**config.mk**
```make
export PLATFORM = sky130hd
export DESIGN_NAME = num_encoder10
export DESIGN_NICKNAME = d
export VERILOG_FILES = /design/src/rtl/num_encoder10.sv
export SDC_FILE = /design/constraint.sdc
export NUM_CORES = 1
export LEC_CHECK = 0
export CORE_ASPECT_RATIO = 1.1
export CORE_MARGIN = 8
export CORE_UTILIZATION = 55
export DETAILED_ROUTE_END_ITERATION = 8
export GPL_TIMING_DRIVEN = 0
export PLACE_DENSITY = 0.75
export SYNTH_ARGS = -nofsm -noshare
export SYNTH_HDL_FRONTEND = slang
export SYNTH_SLANG_ARGS = --single-unit
```
**constraint.sdc**
```tcl
create_clock -name clk -period 3.9 [get_ports clk]
set_clock_uncertainty 0.2 [all_clocks]
set_input_delay 0.39 -clock clk [delete_from_list [all_inputs] [get_ports clk]]
set_output_delay 0.39 -clock clk [all_outputs]
set_load 0.005 [all_outputs]
```
**src/rtl/num_encoder10.sv**
```systemverilog
// Debounced 10-key to BCD encoder: 2-flop sync, press/release debounce FSM, registered outputs.
// Latency DEB_CYCLES+3 edges from stable key to strobe; no flow control (level/pulse outputs).
module num_encoder10 #(
    parameter int DEB_CYCLES = 16,
    parameter int CNT_W      = 8
) (
    input  logic       clk,
    input  logic       rst_n,
    input  logic [9:0] key_n,
    input  logic       LE,
    output logic [3:0] D,
    output logic       valid,
    output logic       strobe,
    output logic       err
);
    typedef enum logic [1:0] {IDLE, DEB, HELD, REL} state_t;

    localparam logic [CNT_W-1:0] CNT_LAST    = CNT_W'(DEB_CYCLES - 1);
    localparam logic [CNT_W-1:0] CNT_REL_END = CNT_W'(DEB_CYCLES - 2);

    logic [9:0]       sync1;
    logic [9:0]       kv;
    state_t           state_q, state_d;
    logic [CNT_W-1:0] cnt_q, cnt_d;
    logic [9:0]       cand_q, cand_d;
    logic             accept;

    function automatic logic [3:0] msb_index(input logic [9:0] v);
        logic [3:0] idx;
        idx = 4'd0;
        for (int i = 0; i < 10; i++) begin
            if (v[i]) idx = 4'(i);
        end
        return idx;
    endfunction

    always_ff @(posedge clk or negedge rst_n) begin
        if (!rst_n) begin
            sync1 <= '0;
            kv    <= '0;
        end else begin
            sync1 <= ~key_n;
            kv    <= sync1;
        end
    end

    always_comb begin
        state_d = state_q;
        cnt_d   = cnt_q;
        cand_d  = cand_q;
        accept  = 1'b0;
        case (state_q)
            IDLE: begin
                if (kv != '0) begin
                    state_d = DEB;
                    cand_d  = kv;
                    cnt_d   = '0;
                end
            end
            DEB: begin
                if (kv == '0) begin
                    state_d = IDLE;
                end else if (kv != cand_q) begin
                    cand_d = kv;
                    cnt_d  = '0;
                end else if (cnt_q == CNT_LAST) begin
                    state_d = HELD;
                    accept  = 1'b1;
                end else begin
                    cnt_d = cnt_q + 1'b1;
                end
            end
            HELD: begin
                if (kv == '0) begin
                    state_d = REL;
                    cnt_d   = '0;
                end
            end
            REL: begin
                if (kv != '0) begin
                    state_d = HELD;
                end else begin
                    // the HELD sample counts as the first zero, so REL ends one count early
                    cnt_d = cnt_q + 1'b1;
                    if (cnt_q == CNT_REL_END) state_d = IDLE;
                end
            end
            default: state_d = IDLE;
        endcase
    end

    always_ff @(posedge clk or negedge rst_n) begin
        if (!rst_n) begin
            state_q <= IDLE;
            cnt_q   <= '0;
            cand_q  <= '0;
            D       <= 4'b1111;
            err     <= 1'b0;
            valid   <= 1'b0;
            strobe  <= 1'b0;
        end else begin
            state_q <= state_d;
            cnt_q   <= cnt_d;
            cand_q  <= cand_d;
            valid   <= (state_d == HELD) || (state_d == REL);
            strobe  <= accept && !LE;
            if (accept && !LE) begin
                D   <= msb_index(cand_q);
                err <= ($countones(cand_q) > 1);
            end
        end
    end
endmodule

```
==> results of run 1 <==
==> routing by layer <==
metal,share of wire [%],vias up
met1,44,722
met4,2.8,0
li1,-,703
met2,47,50
met3,6.3,13
met5,0,-
==> registers in the layout, indices dropped and copies added, names as in the netlist <==
register  count
cand_q       10
sync1        10
err           1
strobe        1
kv           10
state_q       2
D             4
cnt_q         8
==> cells in the final DEF (no fill, tap or decap), drive strengths merged, types with 7 or more instances in the layout <==
cell type / n
nand3: 7
nand2: 11
inv: 27
nor2: 9
clkdlybuf4s50: 18
o21ai: 15
dfrtp: 42
clkbuf: 7
mux2: 8
==> what timing repair did <==
item                                   CTS  global route
endpoints found under the hold margin   14             0
setup buffers                            0             0
hold buffers                             1             0
==> final cells by class <==
cell class	count	area, sq um	share of cell area (%)
inverter	25	93.8	3.70
sequential	46	1160	45.6
clock inverter	3	22.5	0.888
clock buffer	5	68.8	2.71
multi-input combinational	116	896	35.3
buffer	3	18.8	0.740
tap	52	65.1	2.57
timing repair buffer	21	215	8.49
==> final timing paths <==
check	to	slack, ns	cells after the start
max in group asynchronous	sync1[0]	2.65	3
worst min-delay path	kv[8]	0.15	0
worst max register to register	err	0.57	10
worst min register to register	kv[8]	0.15	0
min in group asynchronous	err	0.35	2
worst max-delay path	err	0.57	10
==> power by group <==
| part | leakage, nW | internal, mW | switching, mW | total [mW] |
|---|---|---|---|---|
| Clock | 0.0489 | 0.130 | 0.168 | 0.297 |
| Combinational | 0.572 | 0.0540 | 0.0573 | 0.111 |
| Sequential | 0.548 | 0.493 | 0.0132 | 0.506 |
| Total | 1.17 | 0.676 | 0.238 | 0.914 |
==> cell families (layout without fill, tap and decap cells) <==
| family | count (synthesis) | after routing | share of synthesized area [%] |
|---|---|---|---|
| AND/OR/NAND/NOR | 51 | 51 | 13.6 |
| flip-flops | 46 | 46 | 53.4 |
| XOR/XNOR | 10 | 10 | 4.05 |
| buffers and inverters | 28 | 57 | 5.20 |
| multiplexers | 9 | 9 | 5.32 |
| adder cells (fa/ha/maj) | 10 | 10 | 7.86 |
| AO/OA/AOI/OAI | 36 | 36 | 10.6 |
==> worst max-delay path, stage by stage, from the launching register on <==
cell and delay [ns]:
sky130_fd_sc_hd__dfrtp_1 0.46, sky130_fd_sc_hd__fa_1 0.55, sky130_fd_sc_hd__inv_1 0.05, sky130_fd_sc_hd__fa_1 0.45
sky130_fd_sc_hd__fa_1 0.49, sky130_fd_sc_hd__inv_1 0.04, sky130_fd_sc_hd__ha_1 0.20, sky130_fd_sc_hd__fa_1 0.39
sky130_fd_sc_hd__o21a_1 0.19, sky130_fd_sc_hd__nor3_1 0.15, sky130_fd_sc_hd__a21oi_1 0.06
==> insert_results.sql, run 1 <==
INSERT INTO impl_metrics (metric_group, metric, value, unit) VALUES
('status', 'outcome', 'complete, no violations', ''),
('logic_synthesis', 'ys_ff_latch', '46', ''),
('logic_synthesis', 'synth_seq_area_share', '53.4', '%'),
('logic_synthesis', 'synth_enable_flop_cells', '0', ''),
('finish', 'stdcell_count', '271', ''),
('floorplanning', 'boundaryPins', '20', ''),
('finish', 'area_growth', '17.2', '%'),
('placement', 'port_buffers', '19', ''),
('clock_network', 'ctsLongestPathBuffers', '2', ''),
('logic_synthesis', 'synthesis.area_per_instance', '11.4', 'sq um'),
('clock_network', 'cts_tree', 'done', ''),
('route', 'detailedRoute.firstPassIterationCount', '4', ''),
('clock_network', 'root_buffer', 'sky130_fd_sc_hd__clkbuf_8', ''),
('logic_synthesis', 'netlist_area', '2160', 'sq um'),
('finish', 'utilization', '65.5', '%'),
('pwr', 'power.density_cell_area', '361', 'nW/um^2'),
('grt', 'grt_pass1_vias', '1502', ''),
('timing', 'worst_hold_slack', '0.154', 'ns'),
('route', 'drc', '0', ''),
('floorplanning', 'die_area', '6200', 'sq um'),
('logic_synthesis', 'synthFlopType', 'sky130_fd_sc_hd__dfrtp_1', ''),
('pwr', 'leakage', '1.17', 'nW'),
('worst_setup_path', 'critPathLaunch', 'cand_q[5]', ''),
('logic_synthesis', 'synth-async-reset-ratio', '100', '%'),
('route', 'vias_per_cell', '5.49', ''),
('timing', 'max-slew-margin-rel', '64.4', '%'),
('timing', 'timing.final.setup_violations', '0', ''),
('route', 'ant_nets', '0', ''),
('route', 'drt_iter0_markers', '89', ''),
('grt', 'grt_antenna_before_repair', '0', ''),
('hold_path', 'timing.hold.worst.start', 'sync1[8]', ''),
('grt', 'grt_use_met3', '4.40', '%'),
('floorplanning', 'core_region_area', '3870', 'sq um'),
('worst_setup_path', 'r2r-start', 'cand_q[5]', ''),
('finish', 'fillCellCount', '297', ''),
('floorplanning', 'fp.dieH', '81.8', 'um'),
('clock_network', 'cts_htree_levels', '2', ''),
('logic_synthesis', 'synthTopCellsByCount', 'sky130_fd_sc_hd__dfrtp_1 (42), sky130_fd_sc_hd__inv_1 (25), sky130_fd_sc_hd__o21ai_0 (14), sky130_fd_sc_hd__nand2_1 (11), sky130_fd_sc_hd__nor2_1 (8)', ''),
('worst_setup_path', 'critical_path.startpoint_type', 'flop', ''),
('floorplanning', 'initial_utilization', '55.9', '%'),
('finish', 'share_of_final_layout_standard_cells_stronger_than_drive_strength_1', '13.2', '%'),
('grt', 'most_crowded_layer_after_global_routing', 'met2', ''),
('logic_synthesis', 'yosys_warnings', '0', ''),
('clock_network', 'cts.clk_slew.worst_paths', '0.09', 'ns'),
('placement', 'postPlaceCellArea', '2430', 'sq um'),
('grt', 'globalRouteMet2Util', '20.9', '%'),
('hold_path', 'holdCritPathClass', 'flop to flop', ''),
('logic_synthesis', 'synth.area.top_cells', 'sky130_fd_sc_hd__dfrtp_1 (49%), sky130_fd_sc_hd__fa_1 (5.5%), sky130_fd_sc_hd__dfstp_2 (4.9%)', ''),
('timing', 'final.period_utilization', '85.3', '%'),
('clock_network', 'post_cts_resize_count', '0', ''),
('worst_setup_path', 'critPathMaxFanout', '5', ''),
('worst_setup_path', 'critPathKind', 'flop to flop', ''),
('logic_synthesis', 'syn-instance-count', '190', ''),
('pwr', 'total_power_consumption_of_the_routed_design', '914', 'uW'),
('logic_synthesis', 'ys_types', '43', ''),
('grt', 'grt_first_pass_wirelength', '6480', 'um'),
('worst_setup_path', 'worstPathArrival', '3.33', 'ns'),
('logic_synthesis', 'yosys.area.top_type', 'sky130_fd_sc_hd__dfrtp_1', ''),
('grt', 'grt_util_met1', '17.0', '%'),
('placement', 'gp_congestion', '0.882', ''),
('route', 'routed_wire_length_per_instance', '13.9', 'um'),
('job', 'cap_viol_max_count', '0', ''),
('grt', 'grt_max_degree', '29', ''),
('timing', 'slew_viol_final', '0', ''),
('finish', 'layout.cell_area.non_filler', '2540', 'sq um'),
('finish', 'antenna_fix_cells', '0', ''),
('timing', 'hold_violation_count_in_the_final_report', '0', ''),
('logic_synthesis', 'yosys.area.top_type_share', '48.6', '%'),
('timing', 'fin_tns_setup', '0', 'ns'),
('worst_setup_path', 'worst_setup_end_kind', 'flop', ''),
('route', 'via_count', '1488', '');
Note: power is estimated with default switching activity, not from simulation.
==> run 2, diff against run 1 <==
Settings changed: CTS_BUF_LIST set to sky130_fd_sc_hd__clkbuf_8.
==> results of run 2 <==
Same layout as run 1: the final DEF is identical, and so are final timing and power.
